<file path="src/rtl/pattern_serial_tx.sv">
// Serial pattern transmitter: shifts a latched WIDTH-bit pattern out MSB-first, repeated N times.
// Optional macro SER_GAP_EN inserts one idle cycle (out=0, valid=0) between repetitions.
module pattern_serial_tx #(
  parameter int WIDTH = 4,
  parameter int CNT_W = 4
) (
  input  logic             clk,
  input  logic             rst,
  input  logic             start,
  input  logic [WIDTH-1:0] pattern,
  input  logic [CNT_W-1:0] repeats,
  output logic             out,
  output logic             valid,
  output logic             busy,
  output logic             done
);

  localparam int BW = (WIDTH > 1) ? $clog2(WIDTH) : 1;
  localparam logic [BW-1:0] LAST_BIT = BW'(WIDTH - 1);

  typedef enum logic [1:0] {
    IDLE,
    SHIFT
`ifdef SER_GAP_EN
    , GAP
`endif
  } state_t;

  state_t           state, state_d;
  logic [WIDTH-1:0] pat_q, pat_d;     // latched copy used to reload between repetitions
  logic [WIDTH-1:0] sreg, sreg_d;     // bits still to be sent after the one on out
  logic [BW-1:0]    bit_cnt, bit_d;   // index of the bit currently on out
  logic [CNT_W-1:0] rep_cnt, rep_d;
  logic             out_d, valid_d, busy_d, done_d;

  // Next-state and next-output logic; every output is registered below.
  always_comb begin
    // NOTE: every signal gets a default first so no path through the case leaves it unassigned (no latches).
    state_d = state;
    pat_d   = pat_q;
    sreg_d  = sreg;
    bit_d   = bit_cnt;
    rep_d   = rep_cnt;
    out_d   = out;
    valid_d = valid;
    busy_d  = busy;
    done_d  = 1'b0;

    unique case (state)
      IDLE: begin
        if (start) begin
          state_d = SHIFT;
          pat_d   = pattern;
          sreg_d  = {pattern[WIDTH-2:0], 1'b0};
          rep_d   = (repeats == '0) ? CNT_W'(1) : repeats;
          bit_d   = '0;
          out_d   = pattern[WIDTH-1];
          valid_d = 1'b1;
          busy_d  = 1'b1;
        end
      end

      SHIFT: begin
        if (bit_cnt == LAST_BIT) begin
          rep_d = rep_cnt - CNT_W'(1);
          if (rep_cnt == CNT_W'(1)) begin
            state_d = IDLE;
            out_d   = 1'b0;
            valid_d = 1'b0;
            busy_d  = 1'b0;
            done_d  = 1'b1;
          end else begin
`ifdef SER_GAP_EN
            state_d = GAP;
            out_d   = 1'b0;
            valid_d = 1'b0;
`else
            sreg_d  = {pat_q[WIDTH-2:0], 1'b0};
            bit_d   = '0;
            out_d   = pat_q[WIDTH-1];
`endif
          end
        end else begin
          out_d  = sreg[WIDTH-1];
          sreg_d = {sreg[WIDTH-2:0], 1'b0};
          bit_d  = bit_cnt + BW'(1);
        end
      end

`ifdef SER_GAP_EN
      GAP: begin
        state_d = SHIFT;
        sreg_d  = {pat_q[WIDTH-2:0], 1'b0};
        bit_d   = '0;
        out_d   = pat_q[WIDTH-1];
        valid_d = 1'b1;
      end
`endif

      default: state_d = IDLE;
    endcase
  end

  // NOTE: sequential state uses non-blocking assignments so all registers update from the same pre-edge values.
  always_ff @(posedge clk or posedge rst) begin
    if (rst) begin
      state   <= IDLE;
      pat_q   <= '0;
      sreg    <= '0;
      bit_cnt <= '0;
      rep_cnt <= '0;
      out     <= 1'b0;
      valid   <= 1'b0;
      busy    <= 1'b0;
      done    <= 1'b0;
    end else begin
      state   <= state_d;
      pat_q   <= pat_d;
      sreg    <= sreg_d;
      bit_cnt <= bit_d;
      rep_cnt <= rep_d;
      out     <= out_d;
      valid   <= valid_d;
      busy    <= busy_d;
      done    <= done_d;
    end
  end

endmodule

</file>
<file path="config.mk">
export PLATFORM = sky130hd
export DESIGN_NAME = pattern_serial_tx
export DESIGN_NICKNAME = d
export VERILOG_FILES = /design/src/rtl/pattern_serial_tx.sv
export SDC_FILE = /design/constraint.sdc
export NUM_CORES = 1
export LEC_CHECK = 0
export BUFFER_PORTS_ARGS = -buffer_cell sky130_fd_sc_hd__buf_4
export CAP_MARGIN = 40
export CORE_MARGIN = 1
export CORE_UTILIZATION = 53
export DETAILED_ROUTE_END_ITERATION = 16
export GPL_TIMING_DRIVEN = 1
export PLACE_DENSITY = 0.83
export SYNTH_ARGS = -nofsm -noshare
export SYNTH_HDL_FRONTEND = slang
export SYNTH_SLANG_ARGS = --single-unit
</file>
<file path="constraint.sdc">
create_clock -name clk -period 1.9 [get_ports clk]
set_clock_uncertainty 0.05 [all_clocks]
set_input_delay 0.095 -clock clk [delete_from_list [all_inputs] [get_ports clk]]
set_output_delay 0.095 -clock clk [all_outputs]
set_load 0.01 [all_outputs]
</file>
-- Yosys cells after proc, flatten, opt, wreduce, memory -nomap -nowiden
Index checks and enable logic that the tools add are counted.
- register bits: 19
- input port bits: 11
- logic and storage cells: 53
- add/subtract/negate cells: 2
- equal/unequal tests: 7
- muxes and demuxes: 27
- reductions and logical operators: 9
- operators by type and width (operator ; number):
    $mux 4 ; 6
    $pmux 4 s2 ; 2
    $mux 2 ; 6
    $mux 1 ; 9
    $reduce_and 3->1 ; 3
    $pmux 2 s2 ; 2
    $ne 2x2->1 const B ; 3
    $eq 4x1->1 const B ; 1
    $logic_not 4->1 ; 1
    $pmux 1 s2 ; 2
    $reduce_and 2->1 ; 2
    $reduce_and 4->1 ; 1
    $sub 4x1->4 const B ; 1
    $ne 3x3->1 const B ; 1
    $add 2x1->2 const B ; 1
    $eq 2x1->1 const B ; 1
    $eq 2x2->1 const B ; 1
    $logic_not 2->1 ; 1
    $reduce_bool 2->1 ; 1

-- Depth between registers and ports, before layout
Gate-level depths: netlist (run 1).
- depth in word-level cells: 4
- depth in mapped cells: 5
- gate-level depth less buffers: 5

-- Worst setup path before layout (run 1)
No wires, ideal clock.
- kind: register to register
- from: reg rep_cnt[0]
- to: reg sreg[1]
- setup time: 0.125 ns
- arrival time: 1.334 ns
- required time: 1.725 ns
- setup slack: 0.391 ns
- stages on the path, launching flop included: 5
- period minus slack after synthesis: 1.509 ns
- cells stage by stage: dfrtp_1 > ha_1 > nor3b_4 > a31oi_4 > mux2_4
- longest elaborated chain between the ends: 3
- ends and longest elaborated chain (element ; line ; source):
    from (decl) ; 33 ; logic [CNT_W-1:0] rep_cnt, rep_d;
    from (signal assigned) ; 121 ; rep_cnt <= rep_d;
    $eq 4x1->1 ; 66 ; if (rep_cnt == CNT_W'(1)) begin
    $ne 3x3->1 (no source line) ; -- ;
    $reduce_and 3->1 (no source line) ; -- ;
    to (signal assigned) ; 119 ; sreg <= sreg_d;
    to (decl) ; 31 ; logic [WIDTH-1:0] sreg, sreg_d;
Every way passes these cells.
A chain may end at the register's enable or synchronous reset.

-- Final worst setup path (run 1)
- from: reg bit_cnt[0]
- to: reg rep_cnt[3]
- longest elaborated chain between the ends: 3
- ends and longest elaborated chain (element ; line ; source):
    from (decl) ; 32 ; logic [BW-1:0] bit_cnt, bit_d;
    from (signal assigned) ; 120 ; bit_cnt <= bit_d;
    $eq 2x2->1 ; 64 ; if (bit_cnt == LAST_BIT) begin
    $ne 2x2->1 (no source line) ; -- ;
    $reduce_and 3->1 (no source line) ; -- ;
Every way passes these cells.

==> metrics.md, run 1 <==
| Metric | Value |
|---|---|
| Setup Crit Path Kind | `reg -> reg` |
| Port Buffers | `14` |
| PostCTS Resize Cnt | `0` |
| Most frequent cells in the layout | `dfrtp_1 (16), buf_4 (16), inv_1 (7), a21oi_1 (5)` |
| Flops & latches, synth | `16` |
| Syn nets | `95` |
| Synth warn | `0` |
| Starting density of the core | `0.5812` |
| Crit path arrival time | `1.87 ns` |
| Inserted Diodes | `0` |
| DRT iter0 DRCs | `13` |
| Final period demand of the worst path | `1.736 ns` |
| Worst R2R Path Depth | `4` |
| ANT nets after route | `0` |
| Skew-Pair Late Insertion Delay | `0.28 ns` |
| RSZ-0062 raised after global routing | `false` |
| CP max stage cell | `ha_1` |
| Setup_tns | `0 ns` |
| Placed cells | `108` |
| DR DRC count | `0` |
| Worst R2R Setup Slack | `0.16 ns` |
| Gp weighted congestion | `0.8113` |
| Max-Cap Viols | `0` |
| Post-DP HPWL | `1177 µm` |
| Sequential share of the synthesized area | `0.4469` |
| Worst Hold Path EP | `pat_q[1]$_DFFE_PP0P_` |
| CTS Buffer Depth | `2` |
| P&R area growth vs syn | `19.55%` |
| Initial antenna violation count | `0` |
| Hold Crit Depth | `2` |
| Final setup vio count | `0` |
| DR vias/cell | `5.767` |
| Die area | `1859 µm²` |
| Io pins | `15` |
| RR Endpoint | `rep_cnt[3]$_DFFE_PP0P_` |
| First-pass GRT wire length | `2780 µm` |
| Total CTS buffers | `3` |
| Worst slew margin | `0.6006` |
| Post-CTS Setup Bufs | `0` |
| CORE AREA | `1541 µm²` |
| Clk sink count | `16` |
| Final worst setup slack | `0.1643 ns` |
| Crit share post-route | `0.9135` |
| Share of cells above drive strength 1 | `0.3000` |
| Reg2reg start | `bit_cnt[0]$_DFFE_PP0P_` |
| Post-Route WL | `1629 µm` |
| Hold crit path type | `in -> reg` |
| Finished Layout Cells | `116` |
| Worst vdd ir | `0.7873 mV` |
| Final Max Tran Viols | `0` |
| Fmax | `576.1 MHz` |
| Number of synthesized flops with an enable pin | `0` |
| Pin count of the biggest net entering global routing | `17` |
| NumNets Final | `115` |
| Via Count | `669` |
| Run status | `complete, no violations` |
| CP peak stage delay | `0.50 ns` |
| Type of element capturing the critical path | `flip-flop` |
| Root Driver | `clkbuf_4` |
| Mapped cell area | `895.9 µm²` |
| Fillers | `121` |
| Total track usage | `0.2019` |
| Nature of the critical path startpoint | `flip-flop` |
| TritonCTS clock tree | `yes` |
| Ys async rst share | `1.000` |
| GRT overflow | `0` |
| Hold Path Origin | `pattern[1]` |
| Ys flop type | `dfrtp_1` |
| Max FO, Critical Path | `13` |
| Vias in the first global route | `613` |
| Synth unique cells | `29` |
| Clk pin slew, worst setup/hold paths | `0.10 ns` |
| Die Ht | `43.12 µm` |
| Avg Cell Area, Syn | `11.06 µm²` |
| Die width | `43.12 µm` |
| Static Leak | `0.5288 nW` |
| CP required | `2.03 ns` |
| Worst slack at placement | `0.1600 ns` |
| H-tree depth | `1` |
| WL/cell | `14.04 µm` |
| Pre-antenna DRT Iters | `4` |
| Final Hold Fails | `0` |
| CTS Hold Buffers Added | `3` |
| Rows | `14` |
| P per Cell Area | `1345 nW/µm²` |
| Slew @ Worst Pin | `0.5985 ns` |
| Critical-path cell list | `ha_1 -> nor4b_1 -> mux2i_1 -> a21o_1` |
| Mapped Cells | `81` |
[worst max-delay path by stage]
stage	depth (start not counted)	start	end	slack, ns
detailed placement	4	bit_cnt[0]$_DFFE_PP0P_	rep_cnt[3]$_DFFE_PP0P_	0.16
global route	4	bit_cnt[0]$_DFFE_PP0P_	rep_cnt[3]$_DFFE_PP0P_	0.01
finish	4	bit_cnt[0]$_DFFE_PP0P_	rep_cnt[3]$_DFFE_PP0P_	0.16
CTS	4	bit_cnt[0]$_DFFE_PP0P_	rep_cnt[3]$_DFFE_PP0P_	0.14
floorplan	4	rep_cnt[0]$_DFFE_PP0P_	sreg[1]$_DFFE_PP0P_	0.39
global placement	4	bit_cnt[0]$_DFFE_PP0P_	rep_cnt[3]$_DFFE_PP0P_	0.26
[cells in the mapped netlist, types with 3 or more instances]
cell type  instances  area share
a21oi_1            5       0.028
buf_4              3       0.025
dfrtp_1           16        0.45
ha_1               3       0.042
inv_1              7       0.029
mux2_2             4       0.050
mux2_4             3       0.050
mux2i_1            4       0.045
nand2_1            4       0.017
nor2_1             4       0.017
nor2b_1            3       0.021
o21ai_0            3       0.017
[registers in the layout (all words and copies together) (netlist names)]
signal   count
bit_cnt      2
busy         1
done         1
out          1
pat_q        4
rep_cnt      4
sreg         3
[report_power, final]
group	switching [mW]	leakage [nW]	total, mW	internal (mW)
registers	0.118	0.195	0.606	0.488
clock network	0.106	0.0210	0.222	0.117
logic	0.275	0.313	0.613	0.338
[metrics by stage]
stage	util	total power [mW]	cell area [µm²]	hold slack, ns
final	0.6948	1.441	1071	0.003075
after global routing	0.6948	1.556	1071	0.004456
after CTS	0.6883	1.445	1061	0.001438
after detailed placement	0.6453	1.219	994.7	0.1530
after global placement	0.6453	1.169	994.7	0.1466
after floorplan	-	1.081	895.9	-0.04126
[worst max-delay path, delay by kind of cell, from the launching register on]
kind            cells  cell delay, ns
fa+ha+maj           1            0.50
simple gates        1            0.39
flops               1            0.38
mux                 1            0.13
compound gates      1            0.19
[final cells by class]
cell class,instances,area (µm²),share of cell area
clock buffer,4,36.28,0.03388
inverter,7,26.28,0.02453
multi-input combinational,53,427.9,0.3995
sequential,16,400.4,0.3738
tap,16,20.02,0.01869
timing repair buffer,20,160.2,0.1495
[kinds of logic after synthesis]
logic type                 Yosys count  synth area share
xor gates and xnor gates             2           0.01956
adders and majority gates            3           0.04190
AOI/OAI and AO/OA                   17            0.1383
and+or+nand+nor                     20            0.1327
DFF                                 16            0.4469
buffers and inverters               12           0.07541
muxes                               11            0.1452
[per-layer routing]
layer  share of wire  global-route usage
met1            0.44              0.2775
met3           0.036             0.05106
met5               0                   0
met4          0.0061             0.03636
met2            0.51              0.3254
No activity file was read; power rests on OpenSTA's default activity.
==> inputs of run 2 (changes only) <==
--- a/config.mk
+++ b/config.mk
@@ -12,6 +12,7 @@
 export DETAILED_ROUTE_END_ITERATION = 16
 export GPL_TIMING_DRIVEN = 1
 export PLACE_DENSITY = 0.83
+export RECOVER_POWER = 50
 export SYNTH_ARGS = -nofsm -noshare
 export SYNTH_HDL_FRONTEND = slang
 export SYNTH_SLANG_ARGS = --single-unit
==> metrics.md, run 2 (synthesized netlist as in run 1, its figures left out) <==
| Metric | Value |
|---|---|
| H-tree depth | `1 (unchanged)` |
| Fmax | `570.9 MHz (-0.91%)` |
| Type of element capturing the critical path | `flip-flop` |
| DR vias/cell | `5.759 (-0.15%)` |
| Crit share post-route | `0.9219 (+0.008347)` |
| NumNets Final | `115 (unchanged)` |
| Slew @ Worst Pin | `0.6001 ns (+0.001561 ns)` |
| Final period demand of the worst path | `1.752 ns (+0.01586 ns)` |
| Rows | `14 (unchanged)` |
| Skew-Pair Late Insertion Delay | `0.28 ns (about the same)` |
| Final Max Tran Viols | `0 (unchanged)` |
| Vias in the first global route | `613 (unchanged)` |
| Share of cells above drive strength 1 | `0.2800 (-0.02000)` |
| Max-Cap Viols | `0 (unchanged)` |
| P per Cell Area | `1349 nW/µm² (+0.30%)` |
| Final Hold Fails | `0 (unchanged)` |
| Nature of the critical path startpoint | `flip-flop` |
| Via Count | `668 (-0.15%)` |
| PostCTS Resize Cnt | `0 (unchanged)` |
| Static Leak | `0.5204 nW (-1.6%)` |
| Setup_tns | `0 ns (unchanged)` |
| CTS Buffer Depth | `2 (unchanged)` |
| Die area | `1859 µm² (unchanged)` |
| CP required | `2.03 ns (about the same)` |
| Top Registers | `pat_q (4), rep_cnt (4), sreg (3)` |
| Setup Crit Path Kind | `reg -> reg` |
| DRT iter0 DRCs | `12 (-1)` |
| Pin count of the biggest net entering global routing | `17 (unchanged)` |
| Most frequent cells in the layout | `dfrtp_1 (16), buf_4 (13), inv_1 (7), a21oi_1 (5)` |
| P&R area growth vs syn | `18.72%` |
| Final setup vio count | `0 (unchanged)` |
| Reg2reg start | `bit_cnt[0]$_DFFE_PP0P_` |
| Gp weighted congestion | `0.8113 (unchanged)` |
| Total track usage | `0.2019 (unchanged)` |
| Worst R2R Path Depth | `4 (unchanged)` |
| Hold crit path type | `in -> reg` |
| Post-DP HPWL | `1177 µm (unchanged)` |
| Critical Path Start | `bit_cnt[0]$_DFFE_PP0P_` |
| Critical Path Sink | `rep_cnt[3]$_DFFE_PP0P_` |
| Die Ht | `43.12 µm (unchanged)` |
| GRT overflow | `0 (unchanged)` |
| Pre-antenna DRT Iters | `4 (unchanged)` |
| Io pins | `15 (unchanged)` |
| Initial antenna violation count | `0 (unchanged)` |
| Final worst setup slack | `0.1484 ns (-0.01586 ns)` |
| First-pass GRT wire length | `2780 µm (unchanged)` |
| Worst slack at placement | `0.1600 ns (unchanged)` |
| Clk pin slew, worst setup/hold paths | `0.10 ns (about the same)` |
| CORE AREA | `1541 µm² (unchanged)` |
| Worst vdd ir | `0.7799 mV (-0.93%)` |
| Die width | `43.12 µm (unchanged)` |
| Worst R2R Setup Slack | `0.15 ns (-0.02 ns)` |
| Most common cell after layout, fill and taps aside | `dfrtp_1` |
| Port Buffers | `14 (unchanged)` |
| TritonCTS clock tree | `yes` |
| Post-layout util | `0.6899 (-0.004870)` |
| RR Endpoint | `rep_cnt[3]$_DFFE_PP0P_` |
| Root Driver | `clkbuf_4` |
| Inserted Diodes | `0 (unchanged)` |
| Total CTS buffers | `3 (unchanged)` |
| Crit path arrival time | `1.88 ns (about the same)` |
| WL/cell | `14.18 µm (+0.98%)` |
| DR DRC count | `0 (unchanged)` |
| Post-Route WL | `1645 µm (+0.98%)` |
| Worst slew margin | `0.5995 (-0.001041)` |
| Max FO, Critical Path | `13 (unchanged)` |
| ANT nets after route | `0 (unchanged)` |
| Run status | `complete, no violations` |
| Clk sink count | `16 (unchanged)` |
| Starting density of the core | `0.5812 (unchanged)` |
| RSZ-0062 raised after global routing | `false` |
run 2: cell types whose count changed in the layout (fill, tap and decap cells not counted):
cell      before  now
buf_4         16   13
clkbuf_1       0    2
clkbuf_4       3    4
run 2: area by class of cell:
| type | count | area (µm²) |
|---|---|---|
| clock buffer | 4 | 36.28 |
| fill | 125 | 478.0 |
| inverter | 7 | 26.28 |
| multi-input combinational | 53 | 427.9 |
| sequential | 16 | 400.4 |
| tap | 16 | 20.02 |
| timing repair buffer | 20 | 152.6 |
run 2: routing by layer:
layer / GRT usage / wire (µm) / share of wire / vias up
met3: 0.05106 / 62 / 0.038 / 4
met1: 0.2775 / 739 / 0.45 / 330
met4: 0.03636 / 10 / 0.0061 / 0
li1: - / - / - / 319
met5: 0 / 0 / 0 / -
met2: 0.3254 / 832 / 0.51 / 15
run 2: what timing repair did:
item / 4_1_cts / 5_1_grt
buffers inserted: 0 / 0
hold buffers: 3 / 1
endpoints found under the hold margin: 18 / 1
run 2: how the worst min path moves through the flow:
| stage | start | end | slack (ns) | cells after the start |
|---|---|---|---|---|
| finish | pattern[1] | pat_q[1]$_DFFE_PP0P_ | 0.003 | 2 |
| global route | pattern[1] | pat_q[1]$_DFFE_PP0P_ | 0.004 | 2 |
| CTS | pattern[1] | pat_q[1]$_DFFE_PP0P_ | 0.001 | 2 |
| detailed placement | rst | pat_q[3]$_DFFE_PP0P_ | 0.15 | 2 |
| global placement | rst | sreg[3]$_DFFE_PP0P_ | 0.15 | 2 |
| floorplan | rst | bit_cnt[0]$_DFFE_PP0P_ | -0.04 | 1 |
run 2: worst max-delay path, cell delays in order (launching register included):
cell	delay, ns
dfrtp_1	0.38
ha_1	0.51
nor4b_1	0.39
mux2i_1	0.13
a21o_1	0.19
run 2: stage by stage:
step	hold WS (ns)	total power, mW	area, µm²	cells
after floorplan	-0.04126	1.081	895.9	81
after global placement	0.1466	1.169	994.7	108
after detailed placement	0.1530	1.219	994.7	108
after CTS	0.001438	1.445	1061	115
after global routing	0.004456	1.548	1064	116
final	0.003028	1.435	1064	116
run 2: where the power goes:
group | switching, mW | internal (mW) | leakage [nW]
clock | 0.106 | 0.117 | 0.0210
combinational | 0.276 | 0.330 | 0.305
sequential | 0.118 | 0.488 | 0.195
total | 0.500 | 0.935 | 0.520
==> inputs of run 3 (changes only) <==
--- a/config.mk
+++ b/config.mk
@@ -13,6 +13,7 @@
 export GPL_TIMING_DRIVEN = 1
 export PLACE_DENSITY = 0.83
 export RECOVER_POWER = 50
+export SETUP_SLACK_MARGIN = 0.4
 export SYNTH_ARGS = -nofsm -noshare
 export SYNTH_HDL_FRONTEND = slang
 export SYNTH_SLANG_ARGS = --single-unit
==> metrics.md, run 3 (synthesized netlist as in run 1, its figures left out) <==
| Metric | Value |
|---|---|
| Worst R2R Path Depth | `5 (+1)` |
| Skew-Pair Late Insertion Delay | `0.27 ns (about the same)` |
| Slew @ Worst Pin | `0.5769 ns (-0.02314 ns)` |
| Storage cell area | `401.6 µm² (+0.31%)` |
| Final Max Tran Viols | `0 (unchanged)` |
| Starting density of the core | `0.5812 (unchanged)` |
| Gp weighted congestion | `0.8063 (-0.62%)` |
| ANT nets after route | `0 (unchanged)` |
| Setup Crit Path Kind | `reg -> reg` |
| Die width | `43.12 µm (unchanged)` |
| Worst R2R Setup Slack | `0.39 ns (+0.24 ns)` |
| First-pass GRT wire length | `2898 µm (+4.2%)` |
| Total track usage | `0.2099 (+0.007928)` |
| Vias in the first global route | `659 (+7.5%)` |
| Rows | `14 (unchanged)` |
| Hold crit path type | `in -> reg` |
| Root Driver | `clkbuf_4` |
| Final Hold Fails | `0 (unchanged)` |
| Inserted Diodes | `0 (unchanged)` |
| P per Cell Area | `1361 nW/µm² (+0.89%)` |
| DR top layer | `met4` |
| NumNets Final | `120 (+4.3%)` |
| CTS Buffer Depth | `2 (unchanged)` |
| Finished Layout Cells | `120 (+3.4%)` |
| CP required | `2.01 ns (-0.02 ns)` |
| Critical Path Start | `rep_cnt[1]$_DFFE_PP0P_` |
| Final worst setup slack | `0.3894 ns (+0.2410 ns)` |
| Worst vdd ir | `0.7509 mV (-3.7%)` |
| Clk pin slew, worst setup/hold paths | `0.09 ns (about the same)` |
| H-tree depth | `1 (unchanged)` |
| Die Ht | `43.12 µm (unchanged)` |
| Worst slew margin | `0.6150 (+0.01544)` |
| Crit path arrival time | `1.62 ns (-0.26 ns)` |
| Share of cells above drive strength 1 | `0.3750 (+0.09500)` |
| DR WL met2 | `828 µm (-0.48%)` |
| RSZ-0062 raised after global routing | `true` |
| Hold Crit Depth | `2 (unchanged)` |
| Post-layout util | `0.7232 (+0.03328)` |
| Multi-input gate area | `459.2 µm² (+7.3%)` |
| Final setup vio count | `0 (unchanged)` |
| DR DRC count | `0 (unchanged)` |
| Post-DP HPWL | `1139 µm (-3.2%)` |
| DRT iter0 DRCs | `20 (+8)` |
| Worst slack at placement | `0.1676 ns (+0.007678 ns)` |
| P&R area growth vs syn | `24.44%` |
| Top Registers | `pat_q (4), rep_cnt (4), sreg (3)` |
| Io pins | `15 (unchanged)` |
| Most frequent cells in the layout | `buf_4 (20), dfrtp_1 (15), inv_1 (6), a21oi_1 (5)` |
| Hold Path Origin | `pattern[3]` |
| Placed cells | `108 (unchanged)` |
| Final period demand of the worst path | `1.511 ns (-0.2410 ns)` |
| Die area | `1859 µm² (unchanged)` |
| DR vias/cell | `5.575 (-3.2%)` |
| Via Count | `669 (+0.15%)` |
| Max-Cap Viols | `0 (unchanged)` |
| Initial antenna violation count | `0 (unchanged)` |
| Post-Route WL | `1684 µm (+2.4%)` |
| Type of element capturing the critical path | `flip-flop` |
| M1 WL | `745 µm (+0.81%)` |
| Reg2reg start | `rep_cnt[1]$_DFFE_PP0P_` |
| Max FO, Critical Path | `5 (-8)` |
| Crit share post-route | `0.7951 (-0.1268)` |
| Nature of the critical path startpoint | `flip-flop` |
| WL met3 | `86 µm (+39%)` |
| Fillers | `113 (-9.6%)` |
| Most common cell after layout, fill and taps aside | `buf_4` |
| Clk sink count | `16 (unchanged)` |
| Total CTS buffers | `3 (unchanged)` |
| TritonCTS clock tree | `yes` |
| GRT overflow | `0 (unchanged)` |
| WL/cell | `14.03 µm (-1.0%)` |
| Pre-antenna DRT Iters | `4 (unchanged)` |
| Static Leak | `0.5354 nW (+2.9%)` |
| Fmax | `662.0 MHz (+16%)` |
| Run status | `complete, no violations` |
| Port Buffers | `14 (unchanged)` |
| Setup_tns | `0 ns (unchanged)` |
| CORE AREA | `1541 µm² (unchanged)` |
| Pin count of the biggest net entering global routing | `17 (unchanged)` |
-- run 3: cell types whose count changed in the layout (fill, tap and decap cells not counted) --
cell,delta
inv_2,+1
ha_1,-2
dfrtp_1,-1
dfrtp_2,+1
buf_4,+7
nor4b_2,+1
ha_4,+2
inv_1,-1
dlygate4sd3_1,-2
clkbuf_8,-1
nor4b_1,-1
-- run 3: what timing repair did --
item	CTS	global route
pin swaps	1	1
buffers inserted	6	1
setup endpoints to repair	5	5
hold endpoints to repair	17	0
cloned	0	0
gates resized for setup	7	0
hold buffers	2	0
-- run 3: power by group --
part	internal [mW]	total, mW	switching, mW
clock network	0.0733	0.171	0.0977
logic	0.419	0.729	0.310
registers	0.490	0.618	0.128
-- run 3: path summary, 6_finish.rpt --
path / to
setup / recovery: sreg[2]$_DFFE_PP0P_
hold / removal: pat_q[3]$_DFFE_PP0P_
setup reg to reg: sreg[2]$_DFFE_PP0P_
hold reg to reg: pat_q[0]$_DFFE_PP0P_
max in group asynchronous: rep_cnt[0]$_DFFE_PP0P_
min in group asynchronous: pat_q[3]$_DFFE_PP0P_
-- run 3: critical path: stages (launching register included) --
cell and delay, ns:
dfrtp_1 0.38, inv_2 0.06, ha_4 0.15, nor3b_4 0.15, a31oi_4 0.27, mux2_4 0.33
-- run 3: area by class of cell --
class | instances | share of cell area
multi-input combinational | 53 | 0.4119
sequential | 16 | 0.3603
timing repair buffer | 25 | 0.1661
inverter | 7 | 0.02357
clock buffer | 3 | 0.02020
tap | 16 | 0.01796
-- run 3: metal layers --
| metal | track usage | vias up |
|---|---|---|
| met1 | 0.2629 | 318 |
| met3 | 0.03830 | 2 |
| li1 | - | 328 |
| met4 | 0.07273 | 0 |
| met5 | 0 | - |
| met2 | 0.3582 | 21 |
-- run 3: per-stage QoR --
step	hold slack (ns)	cell area, µm²	total power [mW]
5_1_grt	0.004639	1115	1.629
6_report	0.006865	1115	1.518
3_3_place_gp	0.1451	994.7	1.170
2_1_floorplan	-0.04126	895.9	1.081
3_5_place_dp	0.1461	994.7	1.214
4_1_cts	0.001949	1115	1.510
